$ cat config.mk
export PLATFORM = sky130hd
export DESIGN_NAME = pyc_sync_mem_dp_arb_flat
export DESIGN_NICKNAME = d
export VERILOG_FILES = /design/src/rtl/pyc_sync_mem_dp_arb_if.sv /design/src/rtl/pyc_sync_mem_dp_arb.sv /design/src/flat_wrapper.sv
export SDC_FILE = /design/constraint.sdc
export NUM_CORES = 1
export LEC_CHECK = 0
export ABC_AREA = 1
export CORE_AREA = 2 2 468 470
export CTS_BUF_LIST = sky130_fd_sc_hd__clkbuf_8
export CTS_CLUSTER_SIZE = 20
export DETAILED_ROUTE_END_ITERATION = 7
export DIE_AREA = 0 0 470 472
export PLACE_DENSITY_LB_ADDON = 0.3
export SLEW_MARGIN = 20
export SYNTH_ARGS = -nofsm -noshare
export SYNTH_HDL_FRONTEND = slang
export SYNTH_SLANG_ARGS = --single-unit
export TNS_END_PERCENT = 50
$ cat constraint.sdc
create_clock -name clk -period 3.1 [get_ports clk]
set_clock_uncertainty 0.2 [all_clocks]
set_input_delay 0.62 -clock clk [delete_from_list [all_inputs] [get_ports clk]]
set_output_delay 0.62 -clock clk [all_outputs]
set_load 0.005 [all_outputs]
$ cat src/rtl/pyc_sync_mem_dp_arb_if.sv
// Request/response and memory-side bundle for pyc_sync_mem_dp_arb.
// The slave modport is the arbiter's view; the master modport is the clients plus the memory.
interface pyc_sync_mem_dp_arb_if #(
   parameter int unsigned ADDR_WIDTH = 64,
   parameter int unsigned DATA_WIDTH = 64,
   parameter int unsigned NRD        = 4,
   parameter int unsigned NWR        = 2
);
   localparam int unsigned SW = DATA_WIDTH / 8;

   logic [NRD-1:0]            rd_valid;
   logic [NRD*ADDR_WIDTH-1:0] rd_addr;
   logic [NRD-1:0]            rd_ready;
   logic [NRD-1:0]            rsp_valid;
   logic [NRD*DATA_WIDTH-1:0] rsp_data;
   logic [NWR-1:0]            wr_valid;
   logic [NWR*ADDR_WIDTH-1:0] wr_addr;
   logic [NWR*DATA_WIDTH-1:0] wr_data;
   logic [NWR*SW-1:0]         wr_strb;
   logic [NWR-1:0]            wr_ready;
   logic                      mem_ren0;
   logic                      mem_ren1;
   logic [ADDR_WIDTH-1:0]     mem_raddr0;
   logic [ADDR_WIDTH-1:0]     mem_raddr1;
   logic [DATA_WIDTH-1:0]     mem_rdata0;
   logic [DATA_WIDTH-1:0]     mem_rdata1;
   logic                      mem_wvalid;
   logic [ADDR_WIDTH-1:0]     mem_waddr;
   logic [DATA_WIDTH-1:0]     mem_wdata;
   logic [SW-1:0]             mem_wstrb;

   modport slave (
      input  rd_valid, rd_addr, wr_valid, wr_addr, wr_data, wr_strb, mem_rdata0, mem_rdata1,
      output rd_ready, rsp_valid, rsp_data, wr_ready,
      output mem_ren0, mem_ren1, mem_raddr0, mem_raddr1,
      output mem_wvalid, mem_waddr, mem_wdata, mem_wstrb
   );

   modport master (
      output rd_valid, rd_addr, wr_valid, wr_addr, wr_data, wr_strb, mem_rdata0, mem_rdata1,
      input  rd_ready, rsp_valid, rsp_data, wr_ready,
      input  mem_ren0, mem_ren1, mem_raddr0, mem_raddr1,
      input  mem_wvalid, mem_waddr, mem_wdata, mem_wstrb
   );
endinterface

$ cat src/rtl/pyc_sync_mem_dp_arb.sv
// Round-robin scheduler sharing one 2R1W synchronous memory between NRD readers and NWR writers.
// Reads are tagged for one cycle so the registered memory data returns to its requester.
module pyc_sync_mem_dp_arb #(
   parameter int unsigned ADDR_WIDTH = 64,
   parameter int unsigned DATA_WIDTH = 64,
   parameter int unsigned NRD        = 4,
   parameter int unsigned NWR        = 2
) (
   input logic                  clk,
   input logic                  rst_n,
   pyc_sync_mem_dp_arb_if.slave bus
);
   localparam int unsigned SW  = DATA_WIDTH / 8;
   localparam int unsigned RPW = $clog2(NRD);
   localparam int unsigned WPW = (NWR > 1) ? $clog2(NWR) : 1;

   // run_q holds grants off until the first edge after reset release
   logic           run_q;
   logic [RPW-1:0] rd_ptr, rd_ptr_nxt;
   logic [WPW-1:0] wr_ptr, wr_ptr_nxt;
   logic           gnt0, gnt1, gntw;
   logic [RPW-1:0] gid0, gid1;
   logic [WPW-1:0] gidw;
   logic           tag_v0, tag_v1;
   logic [RPW-1:0] tag_id0, tag_id1;

   always_comb begin
      logic [RPW-1:0] idx;
      idx  = '0;
      gnt0 = 1'b0;
      gnt1 = 1'b0;
      gid0 = '0;
      gid1 = '0;
      for (int unsigned k = 0; k < NRD; k++) begin
         idx = RPW'((32'(rd_ptr) + k) % NRD);
         if (run_q && bus.rd_valid[idx]) begin
            if (!gnt0) begin
               gnt0 = 1'b1;
               gid0 = idx;
            end else if (!gnt1) begin
               gnt1 = 1'b1;
               gid1 = idx;
            end
         end
      end
   end

   always_comb begin
      logic [WPW-1:0] idx;
      idx  = '0;
      gntw = 1'b0;
      gidw = '0;
      for (int unsigned k = 0; k < NWR; k++) begin
         idx = WPW'((32'(wr_ptr) + k) % NWR);
         if (run_q && !gntw && bus.wr_valid[idx]) begin
            gntw = 1'b1;
            gidw = idx;
         end
      end
   end

   assign bus.mem_ren0   = gnt0;
   assign bus.mem_ren1   = gnt1;
   assign bus.mem_wvalid = gntw;

   always_comb begin
      bus.rd_ready   = '0;
      bus.mem_raddr0 = '0;
      bus.mem_raddr1 = '0;
      for (int unsigned i = 0; i < NRD; i++) begin
         if (gnt0 && gid0 == RPW'(i)) begin
            bus.rd_ready[i] = 1'b1;
            bus.mem_raddr0  = bus.rd_addr[i*ADDR_WIDTH +: ADDR_WIDTH];
         end
         if (gnt1 && gid1 == RPW'(i)) begin
            bus.rd_ready[i] = 1'b1;
            bus.mem_raddr1  = bus.rd_addr[i*ADDR_WIDTH +: ADDR_WIDTH];
         end
      end
   end

   always_comb begin
      bus.wr_ready  = '0;
      bus.mem_waddr = '0;
      bus.mem_wdata = '0;
      bus.mem_wstrb = '0;
      for (int unsigned i = 0; i < NWR; i++) begin
         if (gntw && gidw == WPW'(i)) begin
            bus.wr_ready[i] = 1'b1;
            bus.mem_waddr   = bus.wr_addr[i*ADDR_WIDTH +: ADDR_WIDTH];
            bus.mem_wdata   = bus.wr_data[i*DATA_WIDTH +: DATA_WIDTH];
            bus.mem_wstrb   = bus.wr_strb[i*SW +: SW];
         end
      end
   end

   // Pointer moves past the last requester served this cycle
   always_comb begin
      logic [RPW-1:0] last;
      last       = gnt1 ? gid1 : gid0;
      rd_ptr_nxt = rd_ptr;
      if (gnt0) rd_ptr_nxt = (32'(last) == NRD - 1) ? '0 : last + 1'b1;
      wr_ptr_nxt = wr_ptr;
      if (gntw) wr_ptr_nxt = (32'(gidw) == NWR - 1) ? '0 : gidw + 1'b1;
   end

   always_comb begin
      bus.rsp_valid = '0;
      bus.rsp_data  = '0;
      for (int unsigned i = 0; i < NRD; i++) begin
         if (tag_v0 && tag_id0 == RPW'(i)) begin
            bus.rsp_valid[i]                        = 1'b1;
            bus.rsp_data[i*DATA_WIDTH +: DATA_WIDTH] = bus.mem_rdata0;
         end
         if (tag_v1 && tag_id1 == RPW'(i)) begin
            bus.rsp_valid[i]                        = 1'b1;
            bus.rsp_data[i*DATA_WIDTH +: DATA_WIDTH] = bus.mem_rdata1;
         end
      end
   end

   always_ff @(posedge clk or negedge rst_n) begin
      if (!rst_n) begin
         run_q   <= 1'b0;
         rd_ptr  <= '0;
         wr_ptr  <= '0;
         tag_v0  <= 1'b0;
         tag_v1  <= 1'b0;
         tag_id0 <= '0;
         tag_id1 <= '0;
      end else begin
         run_q   <= 1'b1;
         rd_ptr  <= rd_ptr_nxt;
         wr_ptr  <= wr_ptr_nxt;
         tag_v0  <= gnt0;
         tag_v1  <= gnt1;
         tag_id0 <= gid0;
         tag_id1 <= gid1;
      end
   end
endmodule

$ cat src/flat_wrapper.sv
// flat-port wrapper written by rule: the top's interface ports become plain ports
module pyc_sync_mem_dp_arb_flat 
#(
   parameter int unsigned ADDR_WIDTH = 64,
   parameter int unsigned DATA_WIDTH = 64,
   parameter int unsigned NRD        = 4,
   parameter int unsigned NWR        = 2
)
  (clk, rst_n, bus_rd_valid, bus_rd_addr, bus_wr_valid, bus_wr_addr, bus_wr_data, bus_wr_strb, bus_mem_rdata0, bus_mem_rdata1, bus_rd_ready, bus_rsp_valid, bus_rsp_data, bus_wr_ready, bus_mem_ren0, bus_mem_ren1, bus_mem_raddr0, bus_mem_raddr1, bus_mem_wvalid, bus_mem_waddr, bus_mem_wdata, bus_mem_wstrb);
  pyc_sync_mem_dp_arb_if #(.ADDR_WIDTH(ADDR_WIDTH), .DATA_WIDTH(DATA_WIDTH), .NRD(NRD), .NWR(NWR)) bus_i ();
  input logic clk;
  input logic rst_n;
  input wire logic [$bits(bus_i.rd_valid)-1:0] bus_rd_valid;
  input wire logic [$bits(bus_i.rd_addr)-1:0] bus_rd_addr;
  input wire logic [$bits(bus_i.wr_valid)-1:0] bus_wr_valid;
  input wire logic [$bits(bus_i.wr_addr)-1:0] bus_wr_addr;
  input wire logic [$bits(bus_i.wr_data)-1:0] bus_wr_data;
  input wire logic [$bits(bus_i.wr_strb)-1:0] bus_wr_strb;
  input wire logic [$bits(bus_i.mem_rdata0)-1:0] bus_mem_rdata0;
  input wire logic [$bits(bus_i.mem_rdata1)-1:0] bus_mem_rdata1;
  output wire logic [$bits(bus_i.rd_ready)-1:0] bus_rd_ready;
  output wire logic [$bits(bus_i.rsp_valid)-1:0] bus_rsp_valid;
  output wire logic [$bits(bus_i.rsp_data)-1:0] bus_rsp_data;
  output wire logic [$bits(bus_i.wr_ready)-1:0] bus_wr_ready;
  output wire logic [$bits(bus_i.mem_ren0)-1:0] bus_mem_ren0;
  output wire logic [$bits(bus_i.mem_ren1)-1:0] bus_mem_ren1;
  output wire logic [$bits(bus_i.mem_raddr0)-1:0] bus_mem_raddr0;
  output wire logic [$bits(bus_i.mem_raddr1)-1:0] bus_mem_raddr1;
  output wire logic [$bits(bus_i.mem_wvalid)-1:0] bus_mem_wvalid;
  output wire logic [$bits(bus_i.mem_waddr)-1:0] bus_mem_waddr;
  output wire logic [$bits(bus_i.mem_wdata)-1:0] bus_mem_wdata;
  output wire logic [$bits(bus_i.mem_wstrb)-1:0] bus_mem_wstrb;
  assign bus_i.rd_valid = bus_rd_valid;
  assign bus_i.rd_addr = bus_rd_addr;
  assign bus_i.wr_valid = bus_wr_valid;
  assign bus_i.wr_addr = bus_wr_addr;
  assign bus_i.wr_data = bus_wr_data;
  assign bus_i.wr_strb = bus_wr_strb;
  assign bus_i.mem_rdata0 = bus_mem_rdata0;
  assign bus_i.mem_rdata1 = bus_mem_rdata1;
  assign bus_rd_ready = bus_i.rd_ready;
  assign bus_rsp_valid = bus_i.rsp_valid;
  assign bus_rsp_data = bus_i.rsp_data;
  assign bus_wr_ready = bus_i.wr_ready;
  assign bus_mem_ren0 = bus_i.mem_ren0;
  assign bus_mem_ren1 = bus_i.mem_ren1;
  assign bus_mem_raddr0 = bus_i.mem_raddr0;
  assign bus_mem_raddr1 = bus_i.mem_raddr1;
  assign bus_mem_wvalid = bus_i.mem_wvalid;
  assign bus_mem_waddr = bus_i.mem_waddr;
  assign bus_mem_wdata = bus_i.mem_wdata;
  assign bus_mem_wstrb = bus_i.mem_wstrb;
  pyc_sync_mem_dp_arb #(.ADDR_WIDTH(ADDR_WIDTH), .DATA_WIDTH(DATA_WIDTH), .NRD(NRD), .NWR(NWR)) u_core (.clk(clk), .rst_n(rst_n), .bus(bus_i));
endmodule
[Yosys cells after proc, flatten, opt, wreduce, memory -nomap -nowiden]
Cells that the tools add are included.
Word-level totals
  memories kept: 0
  output and inout port bits: 533
  logic and storage cells: 147
  bits in writable memories: 0
  latch bits: 0
  bits in read-only memories: 0
  flip-flop bits (word level): 10
  input port bits: 664
Cells by class
  eq/ne operators: 13
  order comparisons: 6
  add/subtract/negate cells: 6
  div/mod/pow operators: 0
  $mul: 0
  shifts and indexed selects: 0
  bitwise gates (word level): 1
  reduce and logical (&&, ||, !) cells: 30
  mux-type cells: 84
Operators by type and width (count)
  2-to-1 mux 64 bit: 20
  2-to-1 mux 1 bit: 41
  2-to-1 mux 2 bit: 17
  logical AND 1 bit: 25
  == test 2 bit (second input constant): 9
  2-to-1 mux 8 bit: 2
  < comparator 2 x 3 -> 1 bit (second input constant): 4
  binary-select mux 1 bit (select 2 bit): 4
  == test 2 x 1 -> 1 bit (second input constant): 4
  logical NOT 2 bit: 4
  adder 2 x 1 -> 2 bit (second input constant): 2
  adder 2 bit (second input constant): 2
  < comparator 1 x 2 -> 1 bit (second input constant): 2
  adder 1 bit (second input constant): 2
  logical NOT 1 bit: 1
  NOT 1 bit: 1

[Depth between registers and ports, before layout]
  word-level depth: 18
  depth in mapped cells: 21
  mapped depth without buffers: 18

[Least setup slack after synthesis]
Ideal clock, no wire load.
  path type: register -> output
  from: register u_core.rd_ptr[0]
  to: output bus_mem_raddr0[10]
  buffers on the path: 3
  required time: 2.280 ns
  arrival: 2.281 ns
  stages on the path, launching flop included: 21
  setup slack: -0.001 ns
  path through: dfrtp_1 > buf_6 > inv_2 > buf_6 > nand2_2 > nand3_1 > nand3_2 > inv_1 > ha_1 > inv_1 > nand3_1 > nand2_1 > nand2_1 > nand2_1 > nand2_2 > nand2_2 > nand2_2 > nor2_8 > buf_4 > nand2_1 > nand4_1
Between the ends
  longest elaborated chain between the ends: 16
  elaborated cells on any way between the ends: 38
  those cells by class: 3 x add/sub; 3 x eq/ne; 23 x mux; 9 x reduce/logical
Ends and longest elaborated chain
  start: declaration: line pyc_sync_mem_dp_arb.sv:19  | logic [RPW-1:0] rd_ptr, rd_ptr_nxt;
  start signal: assignment: line pyc_sync_mem_dp_arb.sv:133  | rd_ptr <= rd_ptr_nxt;
  branches (longest 15 deep; another with adder 2 x 1 -> 2 bit)
  2-to-1 mux 64 bit (*): line pyc_sync_mem_dp_arb.sv:71  | if (gnt0 && gid0 == RPW'(i)) begin
  end: declaration: line flat_wrapper.sv:27  | output wire logic [$bits(bus_i.mem_raddr0)-1:0] bus_mem_raddr0;
Every way passes the cells marked *. The select of a mux whose other input is x is not followed.

[Final worst setup path]
  from: input bus_rd_valid[2]
  to: output bus_mem_raddr0[41]
Between the ends
  longest elaborated chain between the ends: 16
  elaborated cells on any way between the ends: 35
  those cells by class: 3 x eq/ne; 23 x mux; 9 x reduce/logical
Ends and longest elaborated chain
  start: declaration: line flat_wrapper.sv:13  | input wire logic [$bits(bus_i.rd_valid)-1:0] bus_rd_valid;
  binary-select mux 1 bit (select 2 bit): line pyc_sync_mem_dp_arb.sv:36  | if (run_q && bus.rd_valid[idx]) begin
  2-to-1 mux 1 bit (not written as such): line pyc_sync_mem_dp_arb.sv:36
  logical AND 1 bit: line pyc_sync_mem_dp_arb.sv:36
  2-to-1 mux 2 bit / 2-to-1 mux 1 bit (equally long branches): line pyc_sync_mem_dp_arb.sv:36
  2-to-1 mux 2 bit: line pyc_sync_mem_dp_arb.sv:37  | if (!gnt0) begin
  2-to-1 mux 2 bit: line pyc_sync_mem_dp_arb.sv:36
  2-to-1 mux 2 bit: line pyc_sync_mem_dp_arb.sv:37
  2-to-1 mux 2 bit: line pyc_sync_mem_dp_arb.sv:36
  2-to-1 mux 2 bit: line pyc_sync_mem_dp_arb.sv:37
  2-to-1 mux 2 bit: line pyc_sync_mem_dp_arb.sv:36
  logical NOT 2 bit: line pyc_sync_mem_dp_arb.sv:71
  logical AND 1 bit: line pyc_sync_mem_dp_arb.sv:71
  2-to-1 mux 64 bit (3 in a row): line pyc_sync_mem_dp_arb.sv:71
  2-to-1 mux 64 bit (*): line pyc_sync_mem_dp_arb.sv:71
Every way passes the cells marked *; elsewhere a longest branch is shown, timed or not. The select of a mux whose other input is x is not followed.

==> results by group <==
Run status
  • Status: finished, violations left
  • Failing checks: negative setup slack

Power
  • Pleak: about 12 nW
  • Switching share of power: between 50% and 60%
  • Cell internal pwr: between 15 and 20 mW
  • P_sw: between 15 and 20 mW
  • Overall power: 31.9 mW
  • Clk pwr share: less than 1%
  • Sequential share of power: less than 1%
  • Total power density per cell area: about 1100 nW/um^2
  • Comb pwr share: between 90 and 100%
  • Peak VDD IR: 0.637 mV

Placement
  • Dpl cell area: 26,400 sq um
  • Hpwl dp: ~160,000 um
  • RePlAce Congestion: 0.942
  • Port-buffer cells: about 1,200
  • Placed Cells: roughly 5,600

Setup path
  • Worst reg2reg startpoint: u_core.rd_ptr[0]
  • Worst r2r path cells: 20
  • CP endpoint kind: primary output
  • FF-to-FF setup slack: 410 ps
  • Worst path top cell family by delay: buffers and inverters
  • Slowest cell on the critical path: clkdlybuf4s15_1
  • WP data arrival: 3090 ps
  • Setup Crit Path Kind: primary input to primary output
  • Setup crit start kind: primary input
  • Largest fanout on the critical path: 6
  • CP cell instances: clkdlybuf4s15_1, buf_4, nand2_2, nand2_4, nand2_4, nand2_8, nand2_8, nand3_4, clkinv_4, nand4_1, buf_6, nand2_8, buf_12, nor2_8, buf_12, buf_12, clkbuf_16, clkbuf_16, nand2_1, nand4_1, clkbuf_2
  • R2R Path End: u_core.rd_ptr[1]
  • Delay of the slowest critical-path stage: ~210 ps
  • Worst EP required: 2280 ps
  • Buf/Inv on CP: 10

Worst hold path
  • Hold Path Depth: 2
  • HP Start: u_core.wr_ptr
  • Worst Hold End: u_core.wr_ptr
  • Tightest Hold Check Type: flip-flop to flip-flop

Logic synthesis
  • Syn avg cell area: approximately 5.6 sq um
  • Post-synthesis cell area: 8440 sq um
  • Register area share after synthesis: ~3.0%
  • Yosys Warn Count: 0
  • Synth Net Count: 2,168
  • Synthesized flop and latch total: 10
  • Largest area contributor in the synthesized netlist: o22ai_1
  • Synth unique cells: 29
  • Syn Inst Count: roughly 1,500
  • Synth area leaders: o22ai_1, nand3_1, a22o_1, nand2_1, nand4_1
  • Synth top area share: 19.1%

Timing
  • Slew headroom: between 40% and 50%
  • Slew Limit Fails: 0
  • Total Neg Setup Slack: -117,260 ps
  • Worst setup margin: -815 ps
  • Hold Violations, Final: 0
  • Fin crit share: 126%
  • FMAX: around 260 MHz
  • Final setup fails: between 300 and 400
  • RSZ-0062 raised after global routing: true
  • Min Tclk post-route: between 3000 and 4000 ps
  • Worst Tran Pin Value: roughly 770 ps

Cells and area
  • Layout cells sized above 1: 30.3%
  • Multi-input logic area: slightly below 8000 sq um
  • Nets: ~3,600
  • Area of all sequential standard cells: between 200 and 300 sq um
  • Filler cells: between 20,000 and 25,000
  • Area delta synth->final: 256%
  • Utilization after layout: 13.9%
  • Final Instance Area: 30,000 sq um
  • Post-route insts no fill: 5,866

Clocking
  • H-tree Lvls: 1
  • Clk_lat worst skew: about 270 ps
  • Maximum root-to-sink buffer count: 2
  • CTS Root Cell: clkbuf_8
  • TritonCTS Buffers: 3
  • CTS tree: yes
  • Worst-path clk slew: about 60 ps
  • Clock sinks: 10

Floorplanning
  • Initial Util: 3.90%
  • Top Ports: 1,197
  • Row count: approximately 170
  • Die Height: 472 um
  • Die W: 470 um
  • Die area: between 200,000 and 250,000 sq um
  • Core Region: between 200,000 and 250,000 sq um

Global route
  • First-pass GRT wire length: between 200,000 and 250,000 um
  • GRT Overall Usage: roughly 15%
  • Vias in the first global route: between 15,000 and 20,000
  • Largest net degree at the start of global routing: a little over 50
  • Total grt overflow: 0
  • Initial antenna violation count: 161

Route
  • DRC: 0
  • Total wire length: 184,000 um
  • Drt wl/cell: between 30 and 40 um
  • Via Count: about 20,000
  • Starting DRT DRC Count: roughly 1,600
  • Vias/cell: around 3.4
  • Remaining antenna violation count: 0
  • Pre-Repair DR Iteration Count: 5

Job
  • Max-cap violations: 0
## per-layer routing
layer  global-route usage, %  share of wire (%)
met1                    17.6                 39
met2                    26.0                 46
met3                    7.15                 12
met4                    1.72                2.5
met5                       0               0.39
## area by class of cell
cell class | instances | area share, %
tap | 2854 | 11.9
multi-input combinational | 1166 | 25.9
timing repair buffer | 1641 | 58.8
timing repair inverter | 1 | 0.0292
antenna | 34 | 0.283
inverter | 156 | 2.15
sequential | 10 | 0.837
clock buffer | 4 | 0.183
## through the flow
stage                     worst slack, ps  hold WS [ps]
after floorplan                      9.58           124
after global placement              -1370           521
after detailed placement            -1370           519
after CTS                            -962           529
after global routing                 -902           503
final                                -815           440
## power by group through the flow
stage | combinational (mW) | clock [mW] | sequential [mW]
detailed placement | 24.3 | 0 | 0.275
global placement | 24.4 | 0 | 0.277
floorplan | 8.01 | 0 | 0.208
finish | 31.5 | 0.189 | 0.272
global route | 32.8 | 0.210 | 0.285
CTS | 26.8 | 0.204 | 0.277
## state kept, by name, indices dropped and copies added (netlist names)
signal          count
u_core.run_q        1
u_core.tag_id0      2
u_core.tag_v0       1
u_core.rd_ptr       2
u_core.wr_ptr       1
u_core.tag_id1      2
u_core.tag_v1       1
## timing repair
item,CTS,global route
endpoints found under the setup margin,389,459
setup buffers,65,105
resized for setup,373,543
cloned,13,25
hold buffers,0,0
pin swaps,38,133
## worst register-to-register path, cell delays in order, from the launching register on
cell	delay (ps)
dfrtp_2	470
buf_6	150
buf_6	110
nand2_2	60
nand2_4	60
nand2_4	90
nand2_8	70
nand2_8	110
nand3_4	100
clkinv_4	80
nand4_1	120
buf_6	160
nand2_8	90
buf_4	130
buf_12	100
buf_12	130
nand2_1	50
nand2_1	60
nand2_1	50
nand3_1	70
nand2_1	90
## cells in the mapped netlist
library cell,instances
buf_2,39
buf_4,21
dfrtp_1,10
ha_1,2
clkinv_2,1
nor2_2,2
o21ai_0,3
inv_2,8
clkbuf_1,76
o22ai_1,258
nand2_2,16
nor3_1,4
nand2_4,4
nand3b_1,1
nand2_1,280
nand3_4,1
o21ai_1,2
buf_1,11
nand4_1,132
o21bai_1,1
nor2_8,3
nor2_1,6
a22o_1,136
nand3_1,302
buf_6,23
nand3_2,11
inv_1,147
nor2_4,1
conb_1,1
## cell usage in the layout, fill, tap and decap left out, types with 16 or more instances in the layout
cell type and instances:
clkdlybuf4s50_1 985, o22ai_1 257, buf_4 245, nand3_1 239, nand2_1 159, buf_12 153
inv_1 144, nand4_1 132, a22o_1 130, buf_2 98, nand2_2 84, buf_6 82
nand3_2 64, nand2_4 51, diode_2 34, clkbuf_16 24, buf_8 20, buf_16 16
## cell families after synthesis
kind of cell | count (synthesis) | synth area share, %
compound gates | 400 | 33.6
fa+ha+maj | 2 | 0.297
simple gates | 763 | 45.0
flops | 10 | 2.97
buf+inv | 326 | 18.1
other cells | 1 | 0.0444
## worst max-delay path by stage
stage	slack (ps)	startpoint	to	cells after the start
floorplan	10	u_core.rd_ptr[0]	bus_mem_raddr0[10]	20
global placement	-1370	bus_rd_valid[2]	bus_mem_raddr1[35]	17
detailed placement	-1370	bus_rd_valid[2]	bus_mem_raddr1[35]	17
CTS	-960	u_core.rd_ptr[0]	bus_mem_raddr0[25]	21
global route	-900	u_core.rd_ptr[0]	bus_mem_raddr1[56]	20
finish	-810	bus_rd_valid[2]	bus_mem_raddr0[41]	21
Note: power is estimated with default switching activity, not from simulation.
